### config.mk
export PLATFORM = sky130hd
export DESIGN_NAME = cac_actuator_driver
export DESIGN_NICKNAME = d
export VERILOG_FILES = /design/src/rtl/cac_actuator_driver.sv
export SDC_FILE = /design/constraint.sdc
export NUM_CORES = 1
export LEC_CHECK = 0
export CAP_MARGIN = 30
export CORE_UTILIZATION = 53
export DETAILED_ROUTE_END_ITERATION = 10
export GPL_ROUTABILITY_DRIVEN = 0
export PLACE_DENSITY = 0.77
export SYNTH_ARGS = -nofsm -noshare
export SYNTH_HDL_FRONTEND = slang
export SYNTH_SLANG_ARGS = --single-unit
### constraint.sdc
create_clock -name clk -period 3.3 [get_ports clk]
set_input_delay 0.825 -clock clk [delete_from_list [all_inputs] [get_ports clk]]
set_output_delay 0.825 -clock clk [all_outputs]
set_load 0.03 [all_outputs]
### src/rtl/cac_actuator_driver.sv
// Actuator driver: command FSM with watchdog, slewed motor duty and steering,
// PWM generation and blinking indicator / hazard lamps.
module cac_actuator_driver #(
    parameter int WDOG_LIMIT = 16,
    parameter int BLINK_HALF = 8,
    parameter int STEER_STEP = 4
) (
    input  logic       clk,
    input  logic       rst,
    input  logic       cmd_valid,
    output logic       cmd_ready,
    input  logic [1:0] acceleration,
    input  logic [1:0] steering,
    input  logic [1:0] indicators,
    input  logic       clear_fault,
    output logic       motor_pwm,
    output logic       brake_en,
    output logic [7:0] duty,
    output logic [7:0] steer_angle,
    output logic       lamp_left,
    output logic       lamp_right,
    output logic [1:0] state,
    output logic       fault
);
    typedef enum logic [1:0] {
        IDLE     = 2'b00,
        RUN      = 2'b01,
        FAILSAFE = 2'b10,
        FAULT    = 2'b11
    } state_t;

    typedef enum logic [1:0] {
        LAMP_OFF, LAMP_LEFT, LAMP_RIGHT, LAMP_HAZARD
    } lamp_t;

    localparam int WW = $clog2(WDOG_LIMIT + 1);
    localparam int BW = (BLINK_HALF > 1) ? $clog2(BLINK_HALF) : 1;
    localparam logic signed [9:0] STEP = 10'(STEER_STEP);

    state_t               st, st_nx;
    logic [1:0]           acc_r, str_r, ind_r;
    logic [WW-1:0]        wdog_cnt, wdog_nx;
    logic [7:0]           pwm_cnt;
    logic [BW-1:0]        blink_cnt, blink_nx;
    logic                 phase, phase_nx;
    lamp_t                mode, mode_r;
    logic                 accept, legal;
    logic [7:0]           duty_tgt, duty_nx;
    logic signed [9:0]    steer_tgt, steer_cur, steer_nx;

    assign accept = cmd_valid & cmd_ready;
    assign legal  = (acceleration != 2'b11) && (steering != 2'b11)
                 && (indicators != 2'b11);
    assign state  = st;
    assign steer_cur = {{2{steer_angle[7]}}, steer_angle};

    // FSM next state and watchdog
    always_comb begin
        st_nx   = st;
        wdog_nx = '0;
        if (accept && !legal) begin
            st_nx = FAULT;
        end else begin
            case (st)
                IDLE:     if (accept) st_nx = RUN;
                RUN: begin
                    if (!accept) begin
                        if (wdog_cnt == WW'(WDOG_LIMIT)) st_nx = FAILSAFE;
                        else wdog_nx = wdog_cnt + 1'b1;
                    end
                end
                FAILSAFE: if (accept && duty == 8'd0) st_nx = RUN;
                FAULT:    if (clear_fault) st_nx = IDLE;
                default:  st_nx = IDLE;
            endcase
        end
    end

    // Motion targets only apply while running
    always_comb begin
        duty_tgt  = 8'd0;
        steer_tgt = 10'sd0;
        if (st == RUN) begin
            case (acc_r)
                2'b10:   duty_tgt = 8'd200;
                2'b01:   duty_tgt = duty;
                default: duty_tgt = 8'd0;
            endcase
            case (str_r)
                2'b01:   steer_tgt = -10'sd64;
                2'b10:   steer_tgt = 10'sd64;
                default: steer_tgt = 10'sd0;
            endcase
        end
    end

    always_comb begin
        duty_nx = duty;
        if (duty < duty_tgt)
            duty_nx = (duty_tgt - duty > 8'd4) ? duty + 8'd4 : duty_tgt;
        else if (duty > duty_tgt)
            duty_nx = (duty - duty_tgt > 8'd8) ? duty - 8'd8 : duty_tgt;
        steer_nx = steer_tgt;
        if (steer_tgt - steer_cur > STEP)
            steer_nx = steer_cur + STEP;
        else if (steer_cur - steer_tgt > STEP)
            steer_nx = steer_cur - STEP;
    end

    // Lamp mode; any change restarts the blink with the lamp on
    always_comb begin
        mode = LAMP_OFF;
        if (st == FAILSAFE || st == FAULT) begin
            mode = LAMP_HAZARD;
        end else if (st == RUN) begin
            if (ind_r == 2'b01) mode = LAMP_LEFT;
            else if (ind_r == 2'b10) mode = LAMP_RIGHT;
        end
        blink_nx = blink_cnt + 1'b1;
        phase_nx = phase;
        if (mode != mode_r) begin
            blink_nx = '0;
            phase_nx = 1'b1;
        end else if (blink_cnt == BW'(BLINK_HALF - 1)) begin
            blink_nx = '0;
            phase_nx = ~phase;
        end
    end

    always_ff @(posedge clk or posedge rst) begin
        if (rst) begin
            st          <= IDLE;
            acc_r       <= 2'b00;
            str_r       <= 2'b00;
            ind_r       <= 2'b00;
            wdog_cnt    <= '0;
            pwm_cnt     <= 8'd0;
            duty        <= 8'd0;
            steer_angle <= 8'd0;
            motor_pwm   <= 1'b0;
            brake_en    <= 1'b1;
            blink_cnt   <= '0;
            phase       <= 1'b0;
            mode_r      <= LAMP_OFF;
            lamp_left   <= 1'b0;
            lamp_right  <= 1'b0;
            cmd_ready   <= 1'b1;
            fault       <= 1'b0;
        end else begin
            st <= st_nx;
            if (accept && legal) begin
                acc_r <= acceleration;
                str_r <= steering;
                ind_r <= indicators;
            end
            wdog_cnt    <= wdog_nx;
            pwm_cnt     <= pwm_cnt + 8'd1;
            duty        <= duty_nx;
            steer_angle <= steer_nx[7:0];
            motor_pwm   <= pwm_cnt < duty;
            brake_en    <= (duty_tgt == 8'd0 && duty == 8'd0) || st != RUN;
            blink_cnt   <= blink_nx;
            phase       <= phase_nx;
            mode_r      <= mode;
            lamp_left   <= phase_nx
                        & (mode == LAMP_LEFT || mode == LAMP_HAZARD);
            lamp_right  <= phase_nx
                        & (mode == LAMP_RIGHT || mode == LAMP_HAZARD);
            cmd_ready   <= st_nx != FAULT;
            fault       <= st_nx == FAULT;
        end
    end
endmodule

# Yosys cells after proc, flatten, opt, wreduce, memory -nomap -nowiden
# Cells that the tools add are included.
[word_totals]
regBits = 49
latchBits = 0
ramBits = 0
rom_bits = 0
output_inout_bits = 24
memories = 0
[classes]
addsub = 11
multipliers = 0
n_div = 0
n_lt_le_gt_ge = 7
eq_ne = 21
n_shift = 0
n_mux = 29
bitwise = 4
n_reduce_logical = 15
[ops]
columns = ["op", "n"]
rows = [
  ["8-bit 2-to-1 mux", 7],
  ["10-bit by 4-bit greater-than comparator with 1-bit output, second input constant", 2],
  ["2-bit 2-to-1 mux", 10],
  ["5-bit 2-to-1 mux", 4],
  ["10-bit one-hot mux with 2 select lines", 1],
  ["2-bit equality test, second input constant", 8],
  ["8-bit zero test", 2],
  ["8-bit less-than comparator", 2],
  ["8-bit one-hot mux with 2 select lines", 1],
  ["8-bit by 4-bit subtractor with 8-bit output, second input constant", 2],
  ["8-bit subtractor", 2],
  ["2-bit by 1-bit equality test with 1-bit output, second input constant", 5],
  ["10-bit 2-to-1 mux", 1],
  ["10-bit by 8-bit subtractor with 10-bit output", 1],
  ["8-bit by 10-bit subtractor with 10-bit output", 1],
  ["8-bit by 1-bit adder with 8-bit output, second input constant", 1],
  ["8-bit by 3-bit adder with 8-bit output, second input constant", 1],
  ["8-bit by 4-bit adder with 8-bit output, second input constant", 1],
  ["8-bit by 3-bit greater-than comparator with 1-bit output, second input constant", 1],
  ["8-bit by 4-bit greater-than comparator with 1-bit output, second input constant", 1],
  ["8-bit greater-than comparator", 1],
  ["2-bit inequality test, second input constant", 4],
  ["2-bit one-hot mux with 4 select lines", 1],
  ["1-bit logical AND", 6],
  ["14 further kinds", 21],
]

# Logic depth before layout (Yosys ltp)
[logic_depth]
word_depth = 8
mapped_depth = 16

# Worst setup path before layout
# Ideal clock, no wire load.
[synth_path]
path_kind = "reg-to-reg"
from = "reg st[0], in the netlist state[0]"
to = "reg duty[0]"
setup_ns = 0.119
arrival_ns = 3.425
slack_ns = -0.244
path_stages_with_launch = 16
synth_period_minus_slack_ns = 3.544
path_cell_list = "dfrtp_1 -> clkbuf_1 -> nor2b_1 -> and2_1 -> buf_2 -> nand2_1 -> ha_1 -> fa_1 -> nand2b_1 -> nand3_1 -> o21ai_0 -> a2111oi_1 -> nand3_1 -> mux2i_4 -> nand2_1 -> o21a_1"
[synth_via]
elab_chain_len = 7
elab_cells_between_ends = 13
cone_classes = "add/sub (2); order compare (4); eq/ne (1); mux (5); reduce/logical (1)"
[synth_rtl]
columns = ["item", "line_no", "text"]
rows = [
  ["start, declared", "40", "state_t st, st_nx;"],
  ["start signal, assigned", "150", "st <= st_nx;"],
  ["2-bit by 1-bit equality test with 1-bit output *", "83", "if (st == RUN) begin"],
  ["8-bit 2-to-1 mux *", "83", ""],
  ["8-bit subtractor", "102", "duty_nx = (duty - duty_tgt > 8'd8) ? duty - 8'd8 : duty_tgt;"],
  ["8-bit by 4-bit greater-than comparator with 1-bit output", "102", ""],
  ["8-bit 2-to-1 mux", "102", ""],
  ["8-bit 2-to-1 mux", "101", "else if (duty > duty_tgt)"],
  ["8-bit 2-to-1 mux", "99", "if (duty < duty_tgt)"],
  ["end signal, assigned", "158", "duty <= duty_nx;"],
  ["end, declared", "18", "output logic [7:0] duty,"],
]
# Every way passes the cells marked *; elsewhere a longest branch is shown, timed or not. The select of a mux whose other input is x is not followed.
# A chain may end at the register's enable or synchronous reset.

# Final worst setup path
[layout_path]
from = "reg acc_r[0]"
to = "reg duty[7]"
[layout_via]
elab_chain_len = 8
elab_cells_between_ends = 15
cone_classes = "add/sub (2); order compare (4); eq/ne (2); mux (6); reduce/logical (1)"
[layout_rtl]
columns = ["item", "line_no", "text"]
rows = [
  ["start, declared", "41", "logic [1:0] acc_r, str_r, ind_r;"],
  ["start signal, assigned", "152", "acc_r <= acceleration;"],
  ["2-bit by 1-bit equality test with 1-bit output / 2-bit equality test (equally long branches)", "84", "case (acc_r)"],
  ["8-bit one-hot mux with 2 select lines *", "84", ""],
  ["8-bit 2-to-1 mux *", "83", ""],
  ["8-bit subtractor", "102", ""],
  ["8-bit by 4-bit greater-than comparator with 1-bit output", "102", ""],
  ["8-bit 2-to-1 mux", "102", ""],
  ["8-bit 2-to-1 mux", "101", ""],
  ["8-bit 2-to-1 mux", "99", ""],
]
# Marks and branches as above.

==> results.sh <==
export IMPL_ctsLongestPathBuffers=2
export IMPL_fin_nets=515
export IMPL_final_area_um2=4360
export IMPL_fin_cells=538
export IMPL_p_sw_mw=2.43
export IMPL_multi_input_area_um2=2310
export IMPL_wl_per_cell_um=16.3
export IMPL_clock_sinks=47
export IMPL_drc=2
export IMPL_fin_setup_tns_ns=0
export IMPL_dp_cells=525
export IMPL_drv_cap=0
export IMPL_regArea_um2=1180
export IMPL_yosysWarnings=0
export IMPL_tightest_slew_ns=0.510
export IMPL_crit_cells=13
export IMPL_grtUsageTotal_pct=24.7
export IMPL_synthCells=403
export IMPL_grt_pass1_vias=3082
export IMPL_synth_edf_count=0
export IMPL_internal_power_mw=2.41
export IMPL_synth_ff_type="dfrtp_1"
export IMPL_core_um2=6460
export IMPL_clock_fmax_ghz=0.311
export IMPL_r2r_end="duty[7]$_DFFE_PP0P_"
export IMPL_die_area_um2=7100
export IMPL_postSynthAreaPerCell_um2=8.90
export IMPL_setup_viol=0
export IMPL_ant_nets=0
export IMPL_p_per_area_nw_per_um2=1110
export IMPL_maxSlewViolCount=0
export IMPL_power_frac_comb_pct=71.6
export IMPL_antenna_cells=0
export IMPL_grt_pass1_wl_um=14300
export IMPL_fin_ws_ns=0.0811
export IMPL_power_leakage_nw=2.02
export IMPL_placed_cell_area_um2=4140
export IMPL_crit_end="duty[7]$_DFFE_PP0P_"
export IMPL_drt_iter0_markers=300
export IMPL_root_buffer="clkbuf_8"
export IMPL_firstDrtPassIters=8
export IMPL_grt_start_max_net_pins=24
export IMPL_io_buffers=31
export IMPL_die_h_um=84.3
export IMPL_slowest_delay_ns=0.43
export IMPL_cts_max_level=2
export IMPL_drt_vias_per_instance=6.05
export IMPL_wirelength_um=8790
export IMPL_cts_made_buffers=5
export IMPL_netlist_area_um2=3590
export IMPL_num_rows=29
export IMPL_finClkSkew_ns=0.0144
export IMPL_hpwlAfterDp_um=6440
export IMPL_p_seq_share_pct=20.5
export IMPL_worst_ep_required_time_ns=3.51
export IMPL_critPathCaptureType="register"
export IMPL_antenna_found_initial=0
export IMPL_fin_crit_sh_pct=97.5
export IMPL_crit_chain="inv_1, ha_1, or3_1, inv_1, ha_2, nand4_1, a21o_1, nand3_2, mux2i_1, or3_4, mux2i_4, nand2_2, o221ai_2"
export IMPL_io_pins=34
export IMPL_hold_worst_slack_ns=0.443
export IMPL_layout_drive_gt1_share_pct=16.3
export IMPL_syn_to_final_growth_pct=21.6
export IMPL_vias=3254
export IMPL_grt_overflow=0
export IMPL_clk_pin_slew_worst_paths_ns=0.10
export IMPL_n_fill_cell=502
export IMPL_crit_family="simple AND/OR/NAND/NOR gates"
export IMPL_ys_async_sr_fraction_pct=100
export IMPL_swShare_pct=50.2
export IMPL_ir_worst_vdd_uv=587
export IMPL_seq_area_frac_synth_pct=32.9
export IMPL_reg2reg_depth=13
export IMPL_max_slew_margin_pct=66.0
export IMPL_hold_class="reg -> reg"
export IMPL_worstReg2RegStart="acc_r[0]$_DFFE_PP0P_"
export IMPL_initial_utilization_pct=55.5
export IMPL_crit_path_start_kind="register"
export IMPL_cts_tree="built"
export IMPL_dieWidth_um=84.3
export IMPL_period_needed_ns=3.22
export IMPL_crit_top_cell="inv_1"
export IMPL_status="finished, violations left"
export IMPL_clockPowerShare_pct=7.9
export IMPL_place_ws_ns=0.0149
export IMPL_slowest_stage="or3_4"
export IMPL_cp_max_fo=6
export IMPL_netlist_cell_type_count=66
export IMPL_cp_num_buf_inv=2
export IMPL_r2r_setup_slack_ns=0.08
export IMPL_synth_seq_cells=47
export IMPL_arrival_ns=3.43
export IMPL_hold_viol=0
export IMPL_violations="design-rule violations"
export IMPL_worstSetupPathType="reg -> reg"
export IMPL_clock_latency_ns=0.31
export IMPL_crit_start="acc_r[0]$_DFFE_PP0P_"
area by class of cell:
type,instances,share of cell area [%]
Multi-Input combinational cell,303,53.0
Sequential cell,47,27.1
Timing Repair Buffer,57,11.6
Inverter,46,3.96
Tap cell,77,2.21
Clock buffer,6,1.89
Clock inverter,2,0.316
synth_stat cells (4+ instances only):
library cell  instances  area share [%]
o21a_1                8             1.7
buf_2                 5            0.70
nor3_1                8             1.1
nor2_1               22             2.3
and3_1                4            0.70
nand2b_1              7             1.2
nand4_1               7             1.2
mux2_2                6             1.9
or3_1                 4            0.70
ha_1                 44              15
nand3_1              19             2.7
nand2_1              39             4.1
a21o_1                7             1.5
a31oi_1               7             1.2
a21oi_1              25             3.5
dfrtp_1              45              31
xnor2_1              11             2.7
and2_1                5            0.87
o21ai_0              11             1.5
xor2_1               10             2.4
inv_1                46             4.8
how the worst min path moves through the flow:
stage / slack, ns / endpoint / start / cells after the start
after global routing: 0.46 / blink_cnt[0]$_DFF_PP0_ / blink_cnt[0]$_DFF_PP0_ / 1
after detailed placement: 0.43 / blink_cnt[0]$_DFF_PP0_ / blink_cnt[0]$_DFF_PP0_ / 1
after CTS: 0.45 / blink_cnt[0]$_DFF_PP0_ / blink_cnt[0]$_DFF_PP0_ / 1
after floorplan: 0.41 / blink_cnt[0]$_DFF_PP0_ / blink_cnt[0]$_DFF_PP0_ / 1
final: 0.44 / blink_cnt[0]$_DFF_PP0_ / blink_cnt[0]$_DFF_PP0_ / 1
after global placement: 0.43 / blink_cnt[0]$_DFF_PP0_ / blink_cnt[0]$_DFF_PP0_ / 1
kinds of logic (layout without fill, tap and decap cells):
logic type,after synthesis,in the layout,synth area share [%]
buffers and inverters,55,111,6.24
AOI/OAI and AO/OA,91,92,17.6
other,1,2,0.105
DFF,47,47,32.9
xor gates and xnor gates,21,21,5.13
adders and majority gates,45,45,15.9
muxes,10,10,3.35
and+or+nand+nor,133,133,18.8
repair_timing:
item                       CTS  global route
hold buffers                 0             0
setup buffers                1             3
setup endpoints to repair    2             8
pin swaps                    0             7
gates cloned                 0             1
gates resized for setup      0            20
flip-flops by register name, indices dropped and copies added, names as in the netlist:
| register | flops |
|---|---|
| steer_angle | 6 |
| str_r | 2 |
| ind_r | 2 |
| phase | 1 |
| acc_r | 2 |
| state | 2 |
| wdog_cnt | 5 |
| cmd_ready | 1 |
| duty | 8 |
| motor_pwm | 1 |
| pwm_cnt | 8 |
| fault | 1 |
| mode_r | 2 |
| blink_cnt | 3 |
| brake_en | 1 |
| lamp_right | 1 |
| lamp_left | 1 |
per-layer routing:
| layer | part of all wire (%) | up-vias | global-route usage (%) |
|---|---|---|---|
| li1 | - | 1530 | - |
| met5 | 0 | - | 0 |
| met1 | 45 | 1541 | 34.5 |
| met2 | 46 | 150 | 39.6 |
| met4 | 2.8 | 0 | 7.68 |
| met3 | 6.3 | 33 | 4.03 |
per-stage QoR:
| step | total power [mW] | utilization (%) |
|---|---|---|
| after floorplan | 3.16 | - |
| after global placement | 4.03 | 64.1 |
| after detailed placement | 4.11 | 64.1 |
| after CTS | 4.53 | 65.7 |
| after global routing | 5.17 | 67.5 |
| final | 4.84 | 67.5 |
power groups by stage:
stage / Clock [mW] / Combinational (mW) / Sequential (mW)
6_report: 0.380 / 3.46 / 0.994
5_1_grt: 0.405 / 3.75 / 1.02
4_1_cts: 0.384 / 3.16 / 0.988
3_5_place_dp: 0 / 3.11 / 0.998
3_3_place_gp: 0 / 3.04 / 0.989
2_1_floorplan: 0 / 1.97 / 1.18
placed cells by master (no fill, tap or decap), drive strengths merged, types with 4 or more instances in the layout:
cell / instances
mux2i: 4
mux2: 6
ha: 44
buf: 26
or3: 5
nand3: 20
a21o: 7
o21ai: 11
xor2: 10
clkbuf: 6
nand2b: 7
and2: 5
nor3: 9
and3: 4
clkdlybuf4s50: 31
a21oi: 25
o21a: 8
a31oi: 9
nand2: 40
dfrtp: 45
nor2: 22
nand4: 7
xnor2: 11
inv: 47
No activity file was read; power rests on OpenSTA's default activity.
